`config.mk`:
```
export PLATFORM = sky130hd
export DESIGN_NAME = vending_machine_param
export DESIGN_NICKNAME = d
export VERILOG_FILES = /design/src/rtl/vm_pkg.sv /design/src/rtl/vm_change_dispenser.sv /design/src/rtl/vending_machine_param.sv
export SDC_FILE = /design/constraint.sdc
export NUM_CORES = 1
export LEC_CHECK = 0
export CORE_MARGIN = 2
export CORE_UTILIZATION = 40
export DETAILED_ROUTE_END_ITERATION = 10
export MAX_ROUTING_LAYER = met4
export PLACE_DENSITY = 0.66
export SLEW_MARGIN = 30
export SYNTH_ARGS = -nofsm -noshare
export SYNTH_HDL_FRONTEND = slang
export SYNTH_HIERARCHICAL = 1
export SYNTH_SLANG_ARGS = --single-unit
```
`constraint.sdc`:
```
create_clock -name clk -period 2.96 [get_ports clk]
set_input_delay 0.296 -clock clk [delete_from_list [all_inputs] [get_ports clk]]
set_output_delay 0.296 -clock clk [all_outputs]
set_load 0.02 [all_outputs]
```
`src/rtl/vm_pkg.sv`:
```
// Shared types and constants for the vending controller: FSM state encoding and coin codes.
package vm_pkg;

    typedef enum logic [1:0] {
        StIdle    = 2'd0,
        StCollect = 2'd1,
        StVend    = 2'd2,
        StRefund  = 2'd3
    } vm_state_e;

    localparam logic [1:0] COIN_NONE = 2'b00;
    localparam logic [1:0] COIN_1    = 2'b01;
    localparam logic [1:0] COIN_2    = 2'b10;
    localparam logic [1:0] COIN_BAD  = 2'b11;

endpackage

```
`src/rtl/vm_change_dispenser.sv`:
```
// Change-return handshake: offers one CHG_UNIT coin while refunding credit remains and
// computes the decremented credit for each accepted coin.
module vm_change_dispenser #(
    parameter int unsigned CREDIT_W = 8,
    parameter int unsigned CHG_UNIT = 5
) (
    input  logic                refund_active,
    input  logic [CREDIT_W-1:0] credit,
    input  logic                change_ready,
    output logic                change_valid,
    output logic                change_fire,
    output logic [CREDIT_W-1:0] credit_dec
);

    localparam logic [CREDIT_W-1:0] CHG_C = CREDIT_W'(CHG_UNIT);

    assign change_valid = refund_active && (credit != '0);
    assign change_fire  = change_valid && change_ready;
    // Saturate so a misconfigured remainder can never wrap into a huge refund.
    assign credit_dec   = (credit >= CHG_C) ? (credit - CHG_C) : '0;

endmodule

```
`src/rtl/vending_machine_param.sv`:
```
// Credit-accumulating vending controller: FSM, credit accumulator and optional stock counter.
// Define VM_STOCK_EN to enable the stock counter and sold_out; otherwise stock is unlimited.
module vending_machine_param
    import vm_pkg::*;
#(
    parameter int unsigned CREDIT_W   = 8,
    parameter int unsigned PRICE      = 15,
    parameter int unsigned COIN1_VAL  = 5,
    parameter int unsigned COIN2_VAL  = 10,
    parameter int unsigned CHG_UNIT   = 5,
    parameter int unsigned STOCK_INIT = 16
) (
    input  logic                clk,
    input  logic                reset,
    input  logic [1:0]          coin,
    input  logic                cancel,
    output logic                out,
    output logic                coin_reject,
    output logic                change_valid,
    input  logic                change_ready,
    output logic [CREDIT_W-1:0] credit,
    output logic                busy,
    output logic                sold_out
);

    if (CHG_UNIT == 0 || (PRICE % CHG_UNIT) != 0 || (COIN1_VAL % CHG_UNIT) != 0 ||
        (COIN2_VAL % CHG_UNIT) != 0 || (PRICE >> CREDIT_W) != 0) begin : g_bad_cfg
        $error("vending_machine_param: illegal price/coin/change configuration");
    end

    localparam logic [CREDIT_W:0]   PRICE_W = (CREDIT_W+1)'(PRICE);
    localparam logic [CREDIT_W-1:0] PRICE_C = CREDIT_W'(PRICE);

    vm_state_e           state_q;
    logic [CREDIT_W-1:0] credit_q;
    logic                out_q;
    logic                coin_reject_q;
    logic [CREDIT_W:0]   coin_val;
    logic [CREDIT_W:0]   credit_sum;
    logic                accepting;
    logic                coin_ok;
    logic                coin_bad;
    logic                refund_valid;
    logic                refund_fire;
    logic [CREDIT_W-1:0] refund_dec;
    logic                stock_empty;

    vm_change_dispenser #(
        .CREDIT_W (CREDIT_W),
        .CHG_UNIT (CHG_UNIT)
    ) u_change (
        .refund_active (state_q == StRefund),
        .credit        (credit_q),
        .change_ready  (change_ready),
        .change_valid  (refund_valid),
        .change_fire   (refund_fire),
        .credit_dec    (refund_dec)
    );

`ifdef VM_STOCK_EN
    localparam int unsigned STOCK_W = $clog2(STOCK_INIT + 2);
    logic [STOCK_W-1:0] stock_q;

    always_ff @(posedge clk) begin
        if (reset) begin
            stock_q <= STOCK_W'(STOCK_INIT);
        end else if (state_q == StVend && stock_q != '0) begin
            stock_q <= stock_q - 1'b1;
        end
    end

    assign stock_empty = (stock_q == '0);
`else
    assign stock_empty = 1'b0;
`endif

    always_comb begin
        coin_val = '0;
        case (coin)
            COIN_1:  coin_val = (CREDIT_W+1)'(COIN1_VAL);
            COIN_2:  coin_val = (CREDIT_W+1)'(COIN2_VAL);
            default: coin_val = '0;
        endcase
        credit_sum = {1'b0, credit_q} + coin_val;
        accepting  = (state_q == StIdle) || (state_q == StCollect);
        // Cancel takes priority over any coin presented in the same cycle.
        coin_ok    = (coin == COIN_1 || coin == COIN_2) && accepting && !cancel &&
                     !credit_sum[CREDIT_W] && !stock_empty;
        coin_bad   = (coin != COIN_NONE) && !coin_ok;
    end

    always_ff @(posedge clk) begin
        if (reset) begin
            state_q       <= StIdle;
            credit_q      <= '0;
            out_q         <= 1'b0;
            coin_reject_q <= 1'b0;
        end else begin
            out_q         <= 1'b0;
            coin_reject_q <= coin_bad;
            case (state_q)
                StIdle, StCollect: begin
                    if (cancel && state_q == StCollect) begin
                        state_q <= StRefund;
                    end else if (coin_ok) begin
                        credit_q <= credit_sum[CREDIT_W-1:0];
                        if (credit_sum >= PRICE_W) begin
                            state_q <= StVend;
                            out_q   <= 1'b1;
                        end else begin
                            state_q <= StCollect;
                        end
                    end
                end
                StVend: begin
                    credit_q <= credit_q - PRICE_C;
                    state_q  <= (credit_q != PRICE_C) ? StRefund : StIdle;
                end
                StRefund: begin
                    if (refund_fire) begin
                        credit_q <= refund_dec;
                        if (refund_dec == '0) state_q <= StIdle;
                    end else if (credit_q == '0) begin
                        state_q <= StIdle;
                    end
                end
                default: state_q <= StIdle;
            endcase
        end
    end

    assign out          = out_q;
    assign coin_reject  = coin_reject_q;
    assign change_valid = refund_valid;
    assign credit       = credit_q;
    assign busy         = (state_q == StVend) || (state_q == StRefund);
    assign sold_out     = stock_empty;

endmodule

```
## Word-level counts from Yosys, hierarchy flattened

Cells that the tools add are included.

| storage, ports and cells | value |
|---|---|
| register bits after elaboration | 12 |
| bits in latches | 0 |
| memory bits (writable) | 0 |
| bits in read-only memories | 0 |
| input bits | 6 |
| output and inout port bits | 13 |
| logic and storage cells | 60 |
| memories | 0 |

| operators by class | value |
|---|---|
| $add $sub $neg | 3 |
| $mul | 0 |
| divide/modulo/power cells | 0 |
| magnitude comparators | 2 |
| equal/unequal tests | 12 |
| shifts and indexed selects | 0 |
| multiplexer cells | 15 |
| bitwise operators | 2 |
| reduce and logical (&&, ||, !) cells | 22 |

Operators with widths:

| operator | count |
|---|---|
| $mux 8 | 4 |
| $pmux 8 s3 | 1 |
| $logic_not 8->1 | 2 |
| $mux 2 | 7 |
| $add 8x9->9 | 1 |
| $ge 9x4->1 const B | 1 |
| $ne 3x3->1 const B | 3 |
| $ge 8x3->1 const B | 1 |
| $ne 8x4->1 const B | 1 |
| $pmux 4 s2 | 1 |
| $reduce_bool 8->1 | 1 |
| $sub 8x3->8 const B | 1 |
| $sub 8x4->8 const B | 1 |
| $logic_and 1x1->1 | 7 |
| $eq 2x2->1 const B | 3 |
| $ne 2x2->1 const B | 3 |
| $pmux 2 s3 | 1 |
| $reduce_and 3->1 | 2 |
| $eq 2x1->1 const B | 2 |
| $reduce_or 4->1 | 1 |
| $logic_not 1->1 | 3 |
| $logic_or 1x1->1 | 3 |
| $logic_not 2->1 | 1 |
| $not 1->1 | 2 |
| 3 further kinds | 3 |

## Logic depth before layout (Yosys ltp)

| depth | value |
|---|---|
| depth in word-level cells | 8 |
| mapped depth | 11 |
| depth with buffers taken out | 11 |

## By module

The synthesis kept the hierarchy.

Modules (own cells, without submodules):

| module | instances | cells an instance | area each (um^2) | sequential area each (um^2) |
|---|---|---|---|---|
| vending_machine_param | 1 | 176 | 1327.5 | 240.2 |
| vm_change_dispenser | 1 | 32 | 239.0 | 0.0 |

## Least setup slack after synthesis

No wires, ideal clock.

| path | value |
|---|---|
| path kind | reg-to-reg |
| start point | register credit_q[4] (netlist: credit[4]) |
| end point | register state_q[1] |
| library setup time | 129 ps |
| data arrival time | 2472 ps |
| required time | 2831 ps |
| path slack | 360 ps |
| stages on the path, launching flop included | 9 |
| path buffers | 0 |
| clock period less this slack | 2600 ps |
| cell sequence | dfxtp_1 > or4_4 > o41a_1 > and2_1 > nor4b_1 > nand2_1 > a31oi_1 > o221a_4 > a221oi_2 |

| on the way | value |
|---|---|
| elaborated cells between the ends (all ways) | 23 |
| those cells by class | add/sub: 2; order compare: 2; eq/ne: 4; mux: 7; reduce/logical: 8 |

RTL lines:

| item | line | source |
|---|---|---|
| start: declaration | vending_machine_param.sv:35 | `logic [CREDIT_W-1:0] credit_q;` |
| start signal: assignment | vending_machine_param.sv:106 | `credit_q <= credit_sum[CREDIT_W-1:0];` |
| start signal: assignment | vending_machine_param.sv:116 | `credit_q <= credit_q - PRICE_C;` |
| start signal: assignment | vending_machine_param.sv:121 | `credit_q <= refund_dec;` |
| $reduce_bool 8->1 * | vm_change_dispenser.sv:17 | `assign change_valid = refund_active && (credit != '0);` |
| $logic_and 1x1->1 * | vm_change_dispenser.sv:17 |  |
| net change_valid | vending_machine_param.sv:19 | `output logic change_valid,` |
| $logic_and 1x1->1 * | vm_change_dispenser.sv:18 | `assign change_fire = change_valid && change_ready;` |
| net refund_fire | vending_machine_param.sv:44 | `logic refund_fire;` |
| $ne 3x3->1 (no source line) / $mux 2 (equally long branches) | - |  |
| $reduce_and 3->1 (no source line) / $pmux 2 s3 (equally long branches) | - |  |
| end signal: assignment | vending_machine_param.sv:94 | `state_q <= StIdle;` |
| end signal: assignment | vending_machine_param.sv:104 | `state_q <= StRefund;` |
| end signal: assignment | vending_machine_param.sv:108 | `state_q <= StVend;` |
| end: declaration | vending_machine_param.sv:34 | `vm_state_e state_q;` |

The timed path passes the listed nets; every way through them passes the cells marked *. The select of a mux whose other input is x is not followed.
A chain may end at the register's enable or synchronous reset.

## Final worst setup path

| path | value |
|---|---|
| start point | register credit_q[4] (netlist: credit[4]) |
| end point | register state_q[0] |

| on the way | value |
|---|---|
| elaborated cells between the ends (all ways) | 23 |
| those cells by class | add/sub: 2; order compare: 2; eq/ne: 4; mux: 7; reduce/logical: 8 |

RTL lines:

| item | line | source |
|---|---|---|
| $ge 8x3->1 | vm_change_dispenser.sv:20 | `assign credit_dec = (credit >= CHG_C) ? (credit - CHG_C) : '0;` |
| $mux 8 | vm_change_dispenser.sv:20 |  |
| net refund_dec[2] | vending_machine_param.sv:45 | `logic [CREDIT_W-1:0] refund_dec;` |
| $logic_not 8->1 | vending_machine_param.sv:122 | `if (refund_dec == '0) state_q <= StIdle;` |
| $ne 3x3->1 (no source line) | - |  |
| $reduce_and 3->1 (no source line) | - |  |
| end signal: assignment | vending_machine_param.sv:122 |  |
| end signal: assignment | vending_machine_param.sv:124 | `state_q <= StIdle;` |
| end signal: assignment | vending_machine_param.sv:127 | `default: state_q <= StIdle;` |

The timed path passes the listed nets, and every way through them passes these cells. The select of a mux whose other input is x is not followed.

==> results.md <==
- Post-Layout Inst Area: 1900 sq um
- Syn_nets: 225
- Setup WS post-layout: 0.237 ns
- Largest family of logic cells by synthesized area: simple AND/OR/NAND/NOR gates
- Worst Path Required: 3.08 ns
- FILL cells: 376
- Post-DP HPWL: 3.20 mm
- CP endpoint kind: register
- Simple-gate area share of the yosys netlist: 0.311
- Clock Skew: 0.000706 ns
- Resized cells post-CTS: 0
- CP Data Arrival Time: 2.84 ns
- Initial antenna violation count: 0
- Power Dens Cells: 1020 nW/um^2
- IR drop worst, VDD: 0.374 mV
- Die area: 4430 sq um
- Post-synth EDFFs: 0
- TritonCTS Buffers: 3
- Final setup violation count: 0
- DRC Markers: 0
- Fin crit period: 2.72 ns
- Starting Density: 0.422
- Die height: 66.6 um
- Clock Sinks: 12
- Area delta synth->final: 21.4%
- Count leader, synth: nor2_1
- WL final: 4.20 mm
- Mapped Area: 1570 sq um
- CP startpoint kind: register
- Largest net degree at the start of global routing: 28
- Syn Inst Count: 208
- Top-area cell type share of the netlist area: 0.153
- RSZ-0062 raised after global routing: no
- Final count of hold timing violations: 0
- I/O Pins: 19
- Drt first-iter violations: 108
- Layout cells sized above 1: 0.152
- Hold Buf Count CTS: 0
- Total gr overflow: 0
- Async set-reset flop share out of synthesis: 0
- MaxCap Viol Count: 0
- Synth top area cells: dfxtp_1 15%, ha_1 8.8%, nor2_1 5.0%
- Worst-Margin Slew: 0.647 ns
- Drt wl/cell: 15.0 um
- Die X-Extent: 66.6 um
- Final cycle utilization of the critical path: 0.920
- Row Count: 22
- LEAKAGE: 0.000760 uW
- Worst Path Max Fanout: 6
- Worst Hold Class: reg -> reg
- Clock Latency Late Sink: 0.24 ns
- Vias in the first global route: 1,470
- Port Buf Inserts: 17
- Clock transition at path regs: 0.05 ns
- Global placer's final weighted congestion: 0.811
- Max Root-Sink Buffers: 2
- Register area share after synthesis: 0.153
- Mux contribution to synthesized area: 0.0128
- Antenna viol nets, final: 0
- Synth Area in Compound Gates: 0.308
- Via density: 5.96
- Most common flop cell mapped by yosys: dfxtp_1
- XOR/XNOR Fraction of Synth Area: 0.0615
- Clock root cell: clkbuf_8
- Nets: 249
- Final number of max-transition violations: 0
- Crit path kind: reg -> reg
- # H-tree levels: 1
- Max Clk Rate: 367 MHz
- Run status: finished, final reports clean
- Via count: 1,663
- Number of synthesis warnings: 6
- Slew HR: 0.564
- GR Util All Layers: 0.217
- Yosys reg bits: 12
- # diodes: 0
- Setup repair bufs after CTS: 0
- Area after DPL: 1850 sq um
- First-pass GRT wire length: 7.18 mm
- Yosys top cell by area: dfxtp_1
- CTS tree: done
- Setup TNS: 0 ns
- Post-synth top cells: 21 x nor2_1, 15 x nand2_1, 14 x o21ai_0, 12 x dfxtp_1
- Post-synthesis adder-cell area fraction: 0.0879
- Mean Syn Cell Area: 7.53 sq um
- Place WS: 0.0612 ns
- DRT Pass-1 Iters: 4
- Synth cell types: 63
- Core footprint: 3720 sq um
-- through the flow --
| step | utilization | total power (uW) | hold WS, ns | instances |
|---|---|---|---|---|
| floorplan | - | 1340 | 0.485 | 208 |
| global placement | 0.497 | 1730 | 0.635 | 275 |
| detailed placement | 0.497 | 1740 | 0.639 | 275 |
| CTS | 0.512 | 1920 | 0.649 | 279 |
| global route | 0.512 | 2110 | 0.666 | 279 |
| finish | 0.512 | 1940 | 0.645 | 279 |
-- cell families (layout without fill, tap and decap cells) --
logic type,after synthesis,count (layout)
other,1,1
buffers and inverters,24,47
muxes,2,2
xor gates and xnor gates,11,11
adders and majority gates,11,11
and+or+nand+nor,85,85
AOI/OAI and AO/OA,62,62
DFF,12,12
-- power breakdown --
part	internal, uW	switching, uW	total, uW
Sequential	216	63.1	279
Clock	118	63.3	181
Combinational	628	853	1480
Total	961	980	1940
-- worst paths after layout --
path                            startpoint         end  slack (ns)  depth (start not counted)
worst max-delay path             credit[4]  state_q[0]        0.24                          8
worst min register to register   credit[1]   credit[1]        0.65                          3
worst max register to register   credit[4]  state_q[0]        0.24                          8
worst min-delay path             credit[1]   credit[1]        0.65                          3
-- state kept, by name, indices dropped and copies added (netlist names) --
register     flops
coin_reject      1
credit           8
out              1
state_q          2
-- layout by cell type (no fill, tap or decap), drive strengths merged, types with 4 or more instances in the layout --
cell           instances
nor2                  22
clkdlybuf4s50         17
o21ai                 17
nand2                 15
buf                   14
dfxtp                 12
inv                   11
ha                    11
a21oi                 11
nor3                   8
xnor2                  6
xor2                   5
a31oi                  5
o211ai                 4
nand2b                 4
nor2b                  4
clkbuf                 4
nor4                   4
-- worst max-delay path: stages (launching register included) --
cell	delay, ns
dfxtp_1	0.31
or4_4	0.57
a2111oi_4	0.49
nor3_1	0.16
nor4_1	0.33
nand4b_1	0.18
a31oi_1	0.27
o221a_4	0.24
a221oi_2	0.05
-- layout make-up --
type                       count  area, sq um  share of cell area
tap                           48         60.1              0.0316
timing repair buffer          31          275               0.145
inverter                      12         45.0              0.0237
clock buffer                   4         55.1              0.0289
multi-input combinational    172         1230               0.645
sequential                    12          240               0.126
-- layer usage --
layer / global-route usage / share of wire / vias up
li1: - / - / 813
met5: - / 0 / -
met2: 0.345 / 0.47 / 70
met3: 0.0135 / 0.047 / 9
met4: 0.0969 / 0.026 / 0
met1: 0.283 / 0.46 / 771
No activity file was read; power rests on OpenSTA's default activity.
